### src/rtl/nvdla_tcdm_rr_arbiter.sv
// nvdla_tcdm_rr_arbiter
// Shares one TCDM master port among NP streamer ports. Each request goes to a
// round-robin winner. Responses come back in order and are steered to their
// requesters by an ID FIFO.
// Optional feature: define NVDLA_ARB_STALL_CNT_EN to build the saturating stall
// counter on stall_cnt_o. Without it, stall_cnt_o is tied to zero.
module nvdla_tcdm_rr_arbiter #(
    parameter int NP = 3,
    parameter int AW = 32,
    parameter int DW = 32,
    parameter int OD = 4
) (
    input  logic                 clk_i,
    input  logic                 rst_i,
    input  logic                 clear_i,
    input  logic                 enable_i,
    input  logic [NP-1:0]        in_req_i,
    output logic [NP-1:0]        in_gnt_o,
    input  logic [NP*AW-1:0]     in_add_i,
    input  logic [NP-1:0]        in_wen_i,
    input  logic [NP*DW/8-1:0]   in_be_i,
    input  logic [NP*DW-1:0]     in_data_i,
    output logic [NP*DW-1:0]     in_r_data_o,
    output logic [NP-1:0]        in_r_valid_o,
    output logic                 out_req_o,
    input  logic                 out_gnt_i,
    output logic [AW-1:0]        out_add_o,
    output logic                 out_wen_o,
    output logic [DW/8-1:0]      out_be_o,
    output logic [DW-1:0]        out_data_o,
    input  logic [DW-1:0]        out_r_data_i,
    input  logic                 out_r_valid_i,
    output logic [$clog2(OD):0]  outstanding_o,
    output logic                 busy_o,
    output logic                 err_o,
    output logic [15:0]          stall_cnt_o
);

    localparam int IW  = $clog2(NP);
    localparam int FAW = $clog2(OD);
    localparam int CW  = FAW + 1;
    localparam int BW  = DW / 8;

    logic [IW-1:0]  ptr;
    logic [IW-1:0]  winner;
    logic           found;
    logic [IW-1:0]  cand;
    logic [IW-1:0]  id_mem [OD];
    logic [FAW-1:0] wr_ptr;
    logic [FAW-1:0] rd_ptr;
    logic [CW-1:0]  count;
    logic [IW-1:0]  head_id;
    logic           fifo_full;
    logic           fifo_empty;
    logic           handshake;
    logic           pop;

    assign fifo_full  = (count == CW'(OD));
    assign fifo_empty = (count == '0);
    assign head_id    = id_mem[rd_ptr];

    // Pick the first requesting port, scanning from ptr and wrapping modulo NP.
    always_comb begin
        winner = '0;
        found  = 1'b0;
        cand   = ptr;
        for (int unsigned i = 0; i < NP; i++) begin
            if (!found && in_req_i[cand]) begin
                winner = cand;
                found  = 1'b1;
            end
            cand = (cand == IW'(NP - 1)) ? '0 : cand + 1'b1;
        end
    end

    assign out_req_o = !rst_i && enable_i && (|in_req_i) && !fifo_full;
    assign handshake = out_req_o && out_gnt_i;
    assign pop       = !rst_i && out_r_valid_i && !fifo_empty;

    // Pass the winner's payload through. Drive zeros when nothing is requested.
    always_comb begin
        out_add_o  = '0;
        out_wen_o  = 1'b0;
        out_be_o   = '0;
        out_data_o = '0;
        if (out_req_o) begin
            out_add_o  = in_add_i[int'(winner) * AW +: AW];
            out_wen_o  = in_wen_i[winner];
            out_be_o   = in_be_i[int'(winner) * BW +: BW];
            out_data_o = in_data_i[int'(winner) * DW +: DW];
        end
    end

    // Grant only the winner. Route a response to the port at the FIFO head.
    always_comb begin
        in_gnt_o     = '0;
        in_r_valid_o = '0;
        in_r_data_o  = '0;
        for (int unsigned p = 0; p < NP; p++) begin
            in_gnt_o[p] = handshake && (winner == IW'(p));
            if (pop && (head_id == IW'(p))) begin
                in_r_valid_o[p]            = 1'b1;
                in_r_data_o[p * DW +: DW]  = out_r_data_i;
            end
        end
    end

    // Record the granted port ID. The storage needs no reset.
    always_ff @(posedge clk_i) begin
        if (handshake) begin
            id_mem[wr_ptr] <= winner;
        end
    end

    // Arbitration pointer, ID FIFO pointers, occupancy and sticky error.
    always_ff @(posedge clk_i or posedge rst_i) begin
        if (rst_i) begin
            ptr    <= '0;
            wr_ptr <= '0;
            rd_ptr <= '0;
            count  <= '0;
            err_o  <= 1'b0;
        end else if (clear_i) begin
            ptr    <= '0;
            wr_ptr <= '0;
            rd_ptr <= '0;
            count  <= '0;
            err_o  <= 1'b0;
        end else begin
            if (handshake) begin
                ptr    <= (winner == IW'(NP - 1)) ? '0 : winner + 1'b1;
                wr_ptr <= wr_ptr + 1'b1;
            end
            if (pop) begin
                rd_ptr <= rd_ptr + 1'b1;
            end
            if (handshake && !pop) begin
                count <= count + 1'b1;
            end else if (!handshake && pop) begin
                count <= count - 1'b1;
            end
            if (out_r_valid_i && fifo_empty) begin
                err_o <= 1'b1;
            end
        end
    end

    assign outstanding_o = count;
    assign busy_o        = !fifo_empty;

`ifdef NVDLA_ARB_STALL_CNT_EN
    logic [15:0] stall_cnt;

    // Count the cycles in which a request is presented but not granted. Saturates at 16'hFFFF.
    always_ff @(posedge clk_i or posedge rst_i) begin
        if (rst_i) begin
            stall_cnt <= '0;
        end else if (clear_i) begin
            stall_cnt <= '0;
        end else if (out_req_o && !out_gnt_i && (stall_cnt != '1)) begin
            stall_cnt <= stall_cnt + 1'b1;
        end
    end

    assign stall_cnt_o = stall_cnt;
`else
    assign stall_cnt_o = '0;
`endif

endmodule
### config.mk
export PLATFORM = sky130hd
export DESIGN_NAME = nvdla_tcdm_rr_arbiter
export DESIGN_NICKNAME = d
export VERILOG_FILES = /design/src/rtl/nvdla_tcdm_rr_arbiter.sv
export SDC_FILE = /design/constraint.sdc
export NUM_CORES = 1
export LEC_CHECK = 0
export CAP_MARGIN = 30
export CORE_AREA = 2 2 172 174
export DETAILED_ROUTE_END_ITERATION = 10
export DIE_AREA = 0 0 174 176
export GPL_TIMING_DRIVEN = 0
export PLACE_DENSITY_LB_ADDON = 0.3
export SETUP_SLACK_MARGIN = 0.5
export SLEW_MARGIN = 10
export SYNTH_ARGS = -nofsm -noshare
export SYNTH_HDL_FRONTEND = slang
export SYNTH_SLANG_ARGS = --single-unit
### constraint.sdc
create_clock -name clk_i -period 2.11 [get_ports clk_i]
set_clock_uncertainty 0.2 [all_clocks]
set_input_delay 0.422 -clock clk_i [delete_from_list [all_inputs] [get_ports clk_i]]
set_output_delay 0.422 -clock clk_i [all_outputs]
set_load 0.05 [all_outputs]
==> impl_metrics.py, run 1 <==
metrics = {
    "cells_and_area": {
        "nNetsFinal": 1196,
        "final_cell_area_mm2": 0.0113,
        "nFillCells": 2822,
        "final_cells": 1327,
        "drive_above_1_share": 0.638,
        "synthToLayoutAreaGrowth_pct": 265,
        "seqCellArea_um2": 495,
        "multi_input_area_mm2": 0.00385,
    },
    "routing": {
        "vias_per_cell": 3.97,
        "drc": 0,
        "drt_iter0_markers": 81,
        "wl_per_cell_um": 18.3,
        "routed_wl_um": 24300,
        "wl_met2_um": 13800,
        "drt-pass1-iter-count": 4,
        "vias": 5268,
        "dr_wl_met3_um": 1770,
        "wl_met1_um": 8040,
        "antenna_left": 0,
        "maxUsedRoutingLayer": "met5",
    },
    "setup_path": {
        "required_ns": 1.49,
        "crit_family": "multiplexers",
        "critPathKind": "reg2out",
        "cp-start-kind": "flop",
        "cp_max_fo": 9,
        "crit_buf_inv": 3,
        "slowest_delay_ns": 0.56,
        "end_kind": "primary output",
        "crit_slowest_cell": "mux4_2",
        "worstPathCellList": "mux4_2 > nor3b_4 > buf_12 > clkbuf_16 > and2_4 > buf_8",
        "critPathArrivalTime_ns": 2.07,
    },
    "synth": {
        "ys.warnings.count": 0,
        "ys_types": 36,
        "synthCells": 446,
        "avgSynthCellArea_um2": 6.91,
        "synth_ff_type": "dfrtp_1",
        "ys_seq_area_frac": 0.159,
        "async_flop_share": 0.556,
        "synth_area_mm2": 0.00308,
        "synth-edff-count": 8,
        "synth-seq-cells": 18,
    },
    "outcome": {
        "status": "finished with violations",
        "failed_checks": "negative setup slack",
    },
    "place": {
        "placed_cells": 1268,
        "dp_hpwl_um": 19800,
        "place_congestion": 0.797,
        "placed_cell_area_mm2": 0.00893,
        "io_buffers": 423,
    },
    "clocking": {
        "cts.clk_slew.worst_paths_ns": 0.05,
        "htreeDepth": 1,
        "clkSinkCount": 18,
        "cts_buffer_depth": 2,
        "root_buffer": "clkbuf_16",
        "cts_tree": "done",
        "cts_hold_buf": 0,
        "insertion_delay_ns": 0.25,
        "cts_buffers": 3,
    },
    "die": {
        "rows": 62,
        "die_area_mm2": 0.0306,
        "io_pins": 441,
        "die_y_um": 176,
        "core_area_mm2": 0.0285,
        "start_util": 0.108,
        "die_w_um": 174,
    },
    "timing": {
        "finalHoldViolCount": 0,
        "period_share": 1.28,
        "fin_crit_ns": 2.70,
        "rsz0062_at_grt": "yes",
        "worst-slew-pin-transition_ns": 0.521,
        "max_freq_mhz": 371,
        "report.final.slew_viol_count": 0,
        "relSlewSlack": 0.653,
        "fin_ws_ns": -0.586,
        "setup_viol": 174,
    },
    "power_and_ir_drop": {
        "p_per_area_mw_per_mm2": 319,
        "power_leakage_uw": 0.00445,
        "ir_drop_uv": 238,
        "power_uw": 3590,
    },
    "flow_run": {
        "cap_violations": 0,
    },
    "global_routing": {
        "grt_pass1_wl_um": 32200,
        "track_usage": 0.137,
        "antenna_found_initial": 4,
        "grt-ovfl-total": 0,
        "grt_pass1_vias": 5307,
        "grt_max_degree": 14,
    },
    "hold_path": {
        "min_path_type": "in2async",
    },
}
-- worst register-to-register path, stage by stage (launching register included) --
cell and delay [ns]:
dfrtp_2 0.44, or3b_4 0.44, nand4_4 0.13, buf_6 0.14
nor2_4 0.04, fa_2 0.33, and3_1 0.15, mux2i_1 0.16
xor2_1 0.16, nor2_1 0.05
-- synth_stat cells, drive strengths merged, types with 2 or more instances --
library cell,n,share of area
nor2b,5,0.010
a22oi,69,0.17
xnor2,4,0.014
mux2i,4,0.013
edfxtp,8,0.078
mux4,2,0.015
dfrtp,10,0.081
inv,8,0.0097
clkbuf,6,0.0073
nand2,70,0.085
and3,6,0.012
and3b,2,0.0065
nor2,12,0.015
and2,98,0.20
buf,51,0.10
ha,4,0.016
xor2,2,0.0057
nor3,2,0.0049
a21oi,71,0.12
-- layout make-up --
cell class	count	share of cell area
multi-input cells	378	0.342
well taps	384	0.0427
clock inverters	1	0.000333
plain buffers	57	0.0625
flip-flops and latches	18	0.0440
repair buffers	477	0.498
inverters	8	0.00300
diodes	1	0.000222
clock buffers	3	0.00667
-- sequential cells by signal (all words and copies together) (netlist names) --
| register | count |
|---|---|
| wr_ptr | 2 |
| ptr | 2 |
| err_o | 1 |
| outstanding_o | 3 |
| id_mem | 8 |
| rd_ptr | 2 |
-- through the flow --
step | worst slack (ns) | utilization | hold slack [ns] | setup TNS, ns
6_report | -0.586 | 0.395 | 0.208 | -92.39
3_5_place_dp | -1.88 | 0.313 | 0.294 | -278.99
3_3_place_gp | -1.86 | 0.313 | 0.295 | -276.15
4_1_cts | -0.607 | 0.350 | 0.215 | -98.36
5_1_grt | -0.669 | 0.394 | 0.263 | -106.69
2_1_floorplan | -0.554 | - | 0.0620 | -53.18
-- cells by family (layout without fill, tap and decap cells) --
| logic type | count (synthesis) | count (layout) | synth area share |
|---|---|---|---|
| other | 1 | 17 | 0.00122 |
| buffers and inverters | 65 | 546 | 0.121 |
| multiplexers | 6 | 6 | 0.0276 |
| XOR/XNOR | 6 | 6 | 0.0195 |
| AO/OA/AOI/OAI | 144 | 144 | 0.295 |
| adder cells (fa/ha/maj) | 5 | 5 | 0.0227 |
| AND/OR/NAND/NOR | 201 | 201 | 0.354 |
| flip-flops | 18 | 18 | 0.159 |
-- layout by cell type, fill, tap and decap left out, types with 5 or more instances in the layout --
cell type / n
clkbuf_16: 14
buf_6: 66
a22oi_1: 9
inv_1: 6
nand2_1: 22
nand2_2: 32
a21oi_2: 9
clkdlybuf4s50_1: 239
buf_4: 45
clkbuf_4: 5
edfxtp_1: 8
clkbuf_2: 5
conb_1: 16
a22oi_2: 60
nor2_1: 11
nand2_4: 16
and3_4: 5
buf_8: 138
and2_4: 98
dfrtp_1: 6
a21oi_4: 56
buf_12: 16
a21oi_1: 6
-- path summary, 6_finish.rpt --
path                                   from               end  slack [ns]  cells after the start
max                               rd_ptr[0]   in_r_data_o[17]       -0.59                      6
min reg2reg                           err_o             err_o        0.30                      2
min                                   rst_i             err_o        0.21                      2
max in group asynchronous             rst_i         rd_ptr[0]        1.18                      2
min in group clk_i                    err_o             err_o        0.30                      2
max reg2reg                outstanding_o[1]  outstanding_o[2]       -0.26                      9
-- per-layer routing --
metal / vias to the layer above / global-route usage
met4: 2 / 0.0333
met2: 284 / 0.289
met5: - / 0
li1: 2524 / -
met1: 2434 / 0.131
met3: 24 / 0.0321
-- report_power, final --
| group | leakage (uW) | internal (uW) | total, uW | switching, uW |
|---|---|---|---|---|
| combinational | 0.00421 | 1360 | 2800 | 1440 |
| clock | 0.0000385 | 252 | 376 | 124 |
| sequential | 0.000204 | 390 | 416 | 26.1 |
-- repair_timing --
action,4_1_cts,5_1_grt
gates cloned,3,12
gates resized for setup,1350,261
setup buffers,14,25
setup endpoints to repair,202,202
pin swaps,11,69
endpoints found under the hold margin,0,0
Note: power is estimated with default switching activity, not from simulation.
==> run 2: changes to the inputs <==
CORE_AREA = 2 2 173 175   (was 2 2 172 174)
DIE_AREA = 0 0 175 177   (was 0 0 174 176)
DONT_BUFFER_PORTS = 1   (was default)
SLEW_MARGIN = default   (was 10)
==> run 2 against run 1 <==
Against the previous run:
- the run still ends with negative setup slack left
- via count fell by 26%
- routed wire length fell by 10%
- combinational power shrank 24%
- final cell count fell by 29%
- first-iteration DRC count rose by 26%
- sequential cell count unchanged
- clock power is 2% higher
- critical path type unchanged
- critical endpoint is now in_r_data_o[93]
- highest routed layer is now met4
==> impl_metrics.py, run 2 (synthesis gave the netlist of run 1 again) <==
metrics = {
    "power_and_ir_drop": {
        "power_leakage_uw": 0.00265,
        "p_per_area_mw_per_mm2": 421,
        "power_uw": 2980,
        "ir_drop_uv": 189,
    },
    "timing": {
        "rsz0062_at_grt": "yes",
        "period_share": 1.38,
        "finalHoldViolCount": 0,
        "relSlewSlack": 0.633,
        "worst-slew-pin-transition_ns": 0.548,
        "fin_crit_ns": 2.90,
        "fin_hold_ws_ns": 0.133,
        "report.final.slew_viol_count": 0,
        "fin_ws_ns": -0.792,
        "setup_viol": 186,
        "max_freq_mhz": 345,
    },
    "clocking": {
        "clkSinkCount": 18,
        "root_buffer": "clkbuf_16",
        "cts.clk_slew.worst_paths_ns": 0.06,
        "cts_buffer_depth": 2,
        "cts_buffers": 3,
        "insertion_delay_ns": 0.25,
        "cts_tree": "done",
        "htreeDepth": 1,
    },
    "die": {
        "die_w_um": 175,
        "start_util": 0.105,
        "rows": 63,
        "die_area_mm2": 0.0310,
        "io_pins": 441,
        "die_y_um": 177,
        "core_area_mm2": 0.0292,
    },
    "global_routing": {
        "grt-ovfl-total": 0,
        "antenna_found_initial": 1,
        "track_usage": 0.123,
        "grt_pass1_wl_um": 27400,
        "grt_pass1_vias": 3934,
        "grt_max_degree": 14,
    },
    "setup_path": {
        "crit_buf_inv": 4,
        "worstPathCellList": "nor3_4 > inv_4 > and2_4 > buf_8 > and3b_2 > buf_6 > buf_12 > and2_4",
        "cp_max_fo": 6,
        "r2r_end": "outstanding_o[2]",
        "crit_slowest_cell": "dfrtp_4",
        "r2r.worst_path.cells": 9,
        "required_ns": 1.49,
        "worst_r2r_startpoint": "outstanding_o[0]",
        "critPathArrivalTime_ns": 2.28,
        "critPathKind": "reg2out",
        "end_kind": "primary output",
        "slowest_delay_ns": 0.58,
        "cp-start-kind": "flop",
        "critPathMostFrequentCell": "and2_4",
        "reg2reg_slack_ns": -0.46,
        "crit_family": "simple AND/OR/NAND/NOR gates",
    },
    "cells_and_area": {
        "layout_common_cells": "and2_4, a21oi_4, nand2_4",
        "nNetsFinal": 799,
        "top_register": "id_mem",
        "synthToLayoutAreaGrowth_pct": 130,
        "final_cells": 936,
        "final_cell_area_mm2": 0.00708,
        "drive_above_1_share": 0.787,
        "postLayoutCoreUtil": 0.242,
        "multi_input_area_mm2": 0.00405,
        "final_common_cell": "and2_4",
        "seqCellArea_um2": 504,
        "largest_reg_flops": 8,
        "nFillCells": 3094,
    },
    "place": {
        "placed_cell_area_mm2": 0.00482,
        "place_congestion": 0.894,
        "placed_cells": 865,
        "io_buffers": 0,
        "dp_hpwl_um": 16500,
    },
    "routing": {
        "wl_per_cell_um": 23.2,
        "drt-pass1-iter-count": 4,
        "drt_iter0_markers": 102,
        "routed_wl_um": 21700,
        "antenna_left": 0,
        "vias_per_cell": 4.19,
        "drc": 0,
        "vias": 3919,
    },
    "hold_path": {
        "holdPathStages": 2,
        "min_from": "out_r_valid_i",
        "min_path_type": "in2reg",
        "whs_endpoint": "err_o",
    },
    "outcome": {
        "failed_checks": "negative setup slack",
        "status": "finished with violations",
    },
    "flow_run": {
        "cap_violations": 0,
    },
}
==> run 2: cell types whose count changed in the layout (fill, tap and decap cells not counted), moves of 8 or more <==
cell / delta
buf_12: +8
nand2_4: +46
nand2_1: -21
buf_16: +9
buf_6: -23
clkdlybuf4s50_1: -239
a21oi_4: +11
a22oi_2: -40
buf_4: -10
nand2_2: -27
buf_8: -125
a22oi_1: +40
==> run 2: worst max path at each step <==
stage	endpoint	cells past startpoint	slack, ns	from
final	in_r_data_o[93]	8	-0.79	outstanding_o[1]
after detailed placement	out_add_o[6]	6	-1.12	ptr[0]
after global placement	out_data_o[8]	6	-1.44	ptr[0]
after floorplan	out_add_o[6]	6	-0.55	ptr[0]
after global routing	in_r_data_o[93]	8	-0.86	outstanding_o[1]
after CTS	in_r_data_o[93]	8	-0.80	outstanding_o[0]
==> run 2: cell type report <==
type / count / area share
inverters: 8 / 0.00512
multi-input cells: 378 / 0.571
plain buffers: 57 / 0.104
clock inverters: 1 / 0.000530
well taps: 390 / 0.0689
diodes: 1 / 0.000353
clock buffers: 3 / 0.0106
flip-flops and latches: 18 / 0.0712
repair buffers: 80 / 0.169
==> run 2: timing repair <==
item / in CTS / in global routing
endpoints found under the hold margin: 10 / 0
cloned: 15 / 3
setup endpoints to repair: 198 / 198
buffers inserted: 37 / 10
pin swaps: 141 / 48
resized for setup: 266 / 63
hold buffers: 1 / 0
==> run 2: stage by stage <==
| step | setup slack [ns] | setup TNS [ns] |
|---|---|---|
| after detailed placement | -1.12 | -113.50 |
| after CTS | -0.802 | -118.74 |
| after global placement | -1.44 | -115.83 |
| final | -0.792 | -114.52 |
| after floorplan | -0.554 | -53.18 |
| after global routing | -0.859 | -127.20 |
==> run 2: report_power, final <==
part | internal, uW | total (uW) | switching, uW
sequential | 394 | 468 | 73.8
combinational | 835 | 2130 | 1300
clock | 252 | 382 | 130
==> run 2: layer usage <==
layer | vias up | track usage | part of all wire
li1 | 1723 | - | -
met3 | 27 | 0.0236 | 0.074
met5 | - | 0 | 0
met2 | 309 | 0.256 | 0.58
met4 | 0 | 0.0344 | 0.026
met1 | 1860 | 0.120 | 0.32
